File: config.mk
export PLATFORM = sky130hd
export DESIGN_NAME = gate_alu_arbiter
export DESIGN_NICKNAME = d
export VERILOG_FILES = /design/src/rtl/gate_alu_arbiter.sv
export SDC_FILE = /design/constraint.sdc
export NUM_CORES = 1
export LEC_CHECK = 0
export ABC_CLOCK_PERIOD_IN_PS = 4300
export BUFFER_PORTS_ARGS = -buffer_cell sky130_fd_sc_hd__buf_2
export CELL_PAD_IN_SITES_DETAIL_PLACEMENT = 0
export CELL_PAD_IN_SITES_GLOBAL_PLACEMENT = 1
export CORE_UTILIZATION = 43
export DETAILED_ROUTE_END_ITERATION = 10
export GPL_ROUTABILITY_DRIVEN = 0
export PLACE_DENSITY = 0.95
export SLEW_MARGIN = 20
export SYNTH_ARGS = -nofsm -noshare
export SYNTH_HDL_FRONTEND = slang
export SYNTH_SLANG_ARGS = --single-unit
File: constraint.sdc
create_clock -name clk -period 4.3 [get_ports clk]
set_clock_uncertainty 0.1 [all_clocks]
set_input_delay 0.43 -clock clk [delete_from_list [all_inputs] [get_ports clk]]
set_output_delay 0.43 -clock clk [all_outputs]
set_load 0.01 [all_outputs]
File: src/rtl/gate_alu_arbiter.sv
// Two-requester round-robin arbiter feeding a bitwise gate ALU.
// IDLE grants one requester, EXEC computes the result, RESP holds it until consumed.
module gate_alu_arbiter #(
    parameter int WIDTH = 8
) (
    input  logic             clk,
    input  logic             rst_n,
    input  logic             req0_valid,
    output logic             req0_ready,
    input  logic [2:0]       req0_op,
    input  logic [WIDTH-1:0] req0_a,
    input  logic [WIDTH-1:0] req0_b,
    input  logic             req1_valid,
    output logic             req1_ready,
    input  logic [2:0]       req1_op,
    input  logic [WIDTH-1:0] req1_a,
    input  logic [WIDTH-1:0] req1_b,
    output logic             rsp_valid,
    input  logic             rsp_ready,
    output logic [WIDTH-1:0] rsp_data,
    output logic             rsp_id,
    output logic             rsp_err,
    output logic             busy,
    output logic [7:0]       done_cnt
);

    typedef enum logic [1:0] {IDLE, EXEC, RESP} state_t;

    state_t           state_q, state_d;
    logic             last_grant_q, last_grant_d;
    logic [2:0]       op_q, op_d;
    logic [WIDTH-1:0] a_q, a_d, b_q, b_d;
    logic             id_q, id_d;
    logic [WIDTH-1:0] rsp_data_q, rsp_data_d;
    logic             rsp_id_q, rsp_id_d;
    logic             rsp_err_q, rsp_err_d;
    logic             rsp_valid_q, rsp_valid_d;
    logic             busy_q, busy_d;
    logic [7:0]       done_cnt_q, done_cnt_d;

    logic             grant1;
    logic [WIDTH-1:0] gate_res;
    logic             gate_err;

    // On a tie the requester not named by last_grant wins.
    always_comb begin
        grant1     = req1_valid && (!req0_valid || !last_grant_q);
        req1_ready = (state_q == IDLE) && grant1;
        req0_ready = (state_q == IDLE) && req0_valid && !grant1;
    end

    always_comb begin
        gate_res = '0;
        gate_err = 1'b0;
        case (op_q)
            3'b000:  gate_res = a_q & b_q;
            3'b001:  gate_res = a_q | b_q;
            3'b010:  gate_res = ~(a_q & b_q);
            3'b011:  gate_res = ~(a_q | b_q);
            3'b100:  gate_res = ~a_q;
            3'b101:  gate_res = a_q ^ b_q;
            3'b110:  gate_res = ~(a_q ^ b_q);
            default: gate_err = 1'b1;
        endcase
    end

    always_comb begin
        state_d      = state_q;
        last_grant_d = last_grant_q;
        op_d         = op_q;
        a_d          = a_q;
        b_d          = b_q;
        id_d         = id_q;
        rsp_data_d   = rsp_data_q;
        rsp_id_d     = rsp_id_q;
        rsp_err_d    = rsp_err_q;
        done_cnt_d   = done_cnt_q;
        case (state_q)
            IDLE: begin
                if (req0_valid || req1_valid) begin
                    op_d    = grant1 ? req1_op : req0_op;
                    a_d     = grant1 ? req1_a  : req0_a;
                    b_d     = grant1 ? req1_b  : req0_b;
                    id_d    = grant1;
                    state_d = EXEC;
                end
            end
            EXEC: begin
                rsp_data_d = gate_res;
                rsp_err_d  = gate_err;
                rsp_id_d   = id_q;
                state_d    = RESP;
            end
            RESP: begin
                if (rsp_ready) begin
                    last_grant_d = rsp_id_q;
                    done_cnt_d   = done_cnt_q + 8'd1;
                    state_d      = IDLE;
                end
            end
            default: state_d = IDLE;
        endcase
        rsp_valid_d = (state_d == RESP);
        busy_d      = (state_d != IDLE);
    end

    always_ff @(posedge clk or negedge rst_n) begin
        if (!rst_n) begin
            state_q      <= IDLE;
            last_grant_q <= 1'b1;
            op_q         <= '0;
            a_q          <= '0;
            b_q          <= '0;
            id_q         <= 1'b0;
            rsp_data_q   <= '0;
            rsp_id_q     <= 1'b0;
            rsp_err_q    <= 1'b0;
            rsp_valid_q  <= 1'b0;
            busy_q       <= 1'b0;
            done_cnt_q   <= '0;
        end else begin
            state_q      <= state_d;
            last_grant_q <= last_grant_d;
            op_q         <= op_d;
            a_q          <= a_d;
            b_q          <= b_d;
            id_q         <= id_d;
            rsp_data_q   <= rsp_data_d;
            rsp_id_q     <= rsp_id_d;
            rsp_err_q    <= rsp_err_d;
            rsp_valid_q  <= rsp_valid_d;
            busy_q       <= busy_d;
            done_cnt_q   <= done_cnt_d;
        end
    end

    assign rsp_valid = rsp_valid_q;
    assign rsp_data  = rsp_data_q;
    assign rsp_id    = rsp_id_q;
    assign rsp_err   = rsp_err_q;
    assign busy      = busy_q;
    assign done_cnt  = done_cnt_q;

endmodule

==> run metrics <==
cts-stage hold buffer count=0; status=finished clean; worst vdd ir=roughly 0.32 mV; Placed Cells=391; register area=approximately 1100 sq um; Hold Crit Class=in2async; required time worst endpoint=about 4.4 ns; internal power=1.29 mW; antenna-violating nets left=0; Worst-Skew Late Latency=approximately 0.3 ns; CP Max Fanout=27; Max Root-Sink Buffers=2; Worst-path clk slew=approximately 0.090 ns; WL per Instance=~12 um; fin cells=around 400; multi-input gate area in the final layout=roughly 1300 sq um; Max Slew Vio Count=0; design area=3020 sq um; Slew Limit Headroom=between 30% and 40%; synthesized area=approximately 2600 sq um; Tmin final=between 2 and 2.5 ns; ant diodes=0; first-pass GRT wire length=roughly 8100 um; ys async rst share=between 90% and 100%; Setup Fix Bufs, Post-CTS=0; Most used DFF post-synth=dfrtp_1; Starting DRT DRC Count=just under 90; Total Nets Final=386; Startpoint Class=flop; Syn Area/Cell=around 9.7 sq um; vias per inst=between 4 and 5; setup ws final=between 2 and 2.5 ns; Net Sw Frac=around 41%; Setup TNS=0 ns; gr ovfl total=0; DRT Pass-1 Iters=4; CTS tree=yes; RSZ-0062 raised after global routing=false; Lkg Pwr=1.54 nW; Post-synth EDFFs=0; placed inst area=between 2000 and 3000 sq um; clk sinks=43; Die Width=slightly below 80 um; CTS Root Cell=clkbuf_8; # setup viols final=0; total wire length=4820 um; Top Ports=65; #FFs+latches synth=43; full die area=between 6000 and 7000 sq um; max-cap viol count=0; H-tree depth=2; vias in the first global route=around 1,800; row cnt=27; Final Util=a little over half; CP arrival=2.16 ns; Post-Syn Instances=between 200 and 300; clock power share=17.6%; Detailed Place HPWL=3570 um; vias=approximately 2,000; Place WS=roughly 2.2 ns; core area=roughly 5600 sq um; count of cell types in the netlist=39; area delta synth->final=16.5%; Flop pwr share=between 30 and 40%; Starting Density=45.9%; FMAX=around 480 MHz; commonest cells after routing, fill and taps aside=64 x buf_2, 42 x dfrtp_1, 30 x nor2_1, 22 x mux2i_1, 22 x a21oi_1; register area share after synthesis=41.6%; switching pwr=about 900 uW; Hold Vio Cnt, Final=0; largest net degree at the start of global routing=44; Worst Setup Path Type=reg2reg; Port Buffers=between 60 and 70; die height=a little under 80 um; share of cells above drive strength 1=24.5%; yosys warns=0; Critical Path Sink Type=flop; CTS resizes=0; P per Cell Area=722 nW/um^2; DRC Markers=0; Final Cycle Share=between 40% and 50%; GRT Overall Usage=about 16%; Syn Nets=328; worst slew pin tran=0.962 ns; antenna violations before repair=0; total CTS buffers=5; Filler cells=roughly 520; combinational share of power=a little under half; most common cell after layout, fill and taps aside=buf_2
[worst max-delay path, stage by stage, from the launching register on]
cell      delay [ns]
dfrtp_1         0.98
nand2b_2        0.32
o22ai_1         0.10
a221oi_1        0.36
a21oi_1         0.11
[power groups by stage]
stage,registers (mW),clock network [mW],logic [mW]
2_1_floorplan,0.740,0,0.882
3_3_place_gp,0.810,0,0.959
3_5_place_dp,0.818,0,0.990
4_1_cts,0.810,0.397,1.00
5_1_grt,0.842,0.412,1.13
6_report,0.808,0.384,0.985
[metrics by stage]
step | hold WS (ns) | power (mW)
CTS | 0.196 | 2.21
finish | 0.166 | 2.18
floorplan | 0.0344 | 1.62
global route | 0.243 | 2.38
global placement | 0.362 | 1.77
detailed placement | 0.362 | 1.81
[final timing paths]
path / from / end / slack (ns) / cells past startpoint
setup reg to reg: op_q[1]$_DFFE_PN0P_ / rsp_data[5]$_DFFE_PN0N_ / 2.20 / 4
min in group clk: rsp_ready / rsp_valid$_DFF_PN0_ / 0.26 / 2
hold reg to reg: done_cnt[7]$_DFFE_PN0P_ / done_cnt[7]$_DFFE_PN0P_ / 0.37 / 1
setup / recovery: op_q[1]$_DFFE_PN0P_ / rsp_data[5]$_DFFE_PN0N_ / 2.20 / 4
max in group asynchronous: rst_n / rsp_data[6]$_DFFE_PN0N_ / 3.34 / 1
hold / removal: rst_n / done_cnt[5]$_DFFE_PN0P_ / 0.17 / 1
[state kept, by name, indices dropped and copies added (netlist names)]
name          flops
state_q           2
rsp_data          8
done_cnt          8
id_q              1
rsp_err           1
busy              1
rsp_id            1
a_q               8
rsp_valid         1
b_q               8
op_q              3
last_grant_q      1
[cell type report]
class                   count  share of cell area [%]
multi-input cells         190                    43.0
flip-flops and latches     43                    35.7
repair buffers             66                    11.1
well taps                  72                    2.99
inverters                  20                    2.49
clock inverters             3                    2.37
clock buffers               5                    2.28
[cell usage after synthesis (all sizes together) (2+ instances only)]
cell type,n,area share [%]
nand2,21,3.1
nand3,4,0.77
o21ai,10,1.9
a32oi,2,0.68
a221oi,4,1.4
a21oi,22,4.3
or2,2,0.48
dfrtp,42,41
ha,17,8.2
xor2,6,2.0
xnor2,13,4.4
clkbuf,4,1.5
nor2b,4,0.97
nand2b,5,1.3
mux2i,22,8.5
o32ai,6,2.0
nor3,3,0.58
o22ai,4,0.97
o21a,2,0.58
nor2,30,4.4
inv,20,2.9
nand4,2,0.48
buf,11,3.9
and3,5,1.2
[cells by family after synthesis]
| logic type | Yosys count | synth area share (%) |
|---|---|---|
| xor+xnor | 19 | 6.43 |
| flops | 43 | 41.6 |
| mux | 22 | 8.51 |
| compound gates | 52 | 12.5 |
| simple gates | 80 | 14.5 |
| fa+ha+maj | 17 | 8.22 |
| buf+inv | 35 | 8.26 |
[layer usage]
layer	up-vias	GRT usage [%]	share of wire (%)
li1	1031	-	-
met1	878	20.5	48
met2	48	27.7	47
met3	6	4.00	4.5
met4	0	4.36	1.1
met5	-	0	0
No activity file was read; power rests on OpenSTA's default activity.
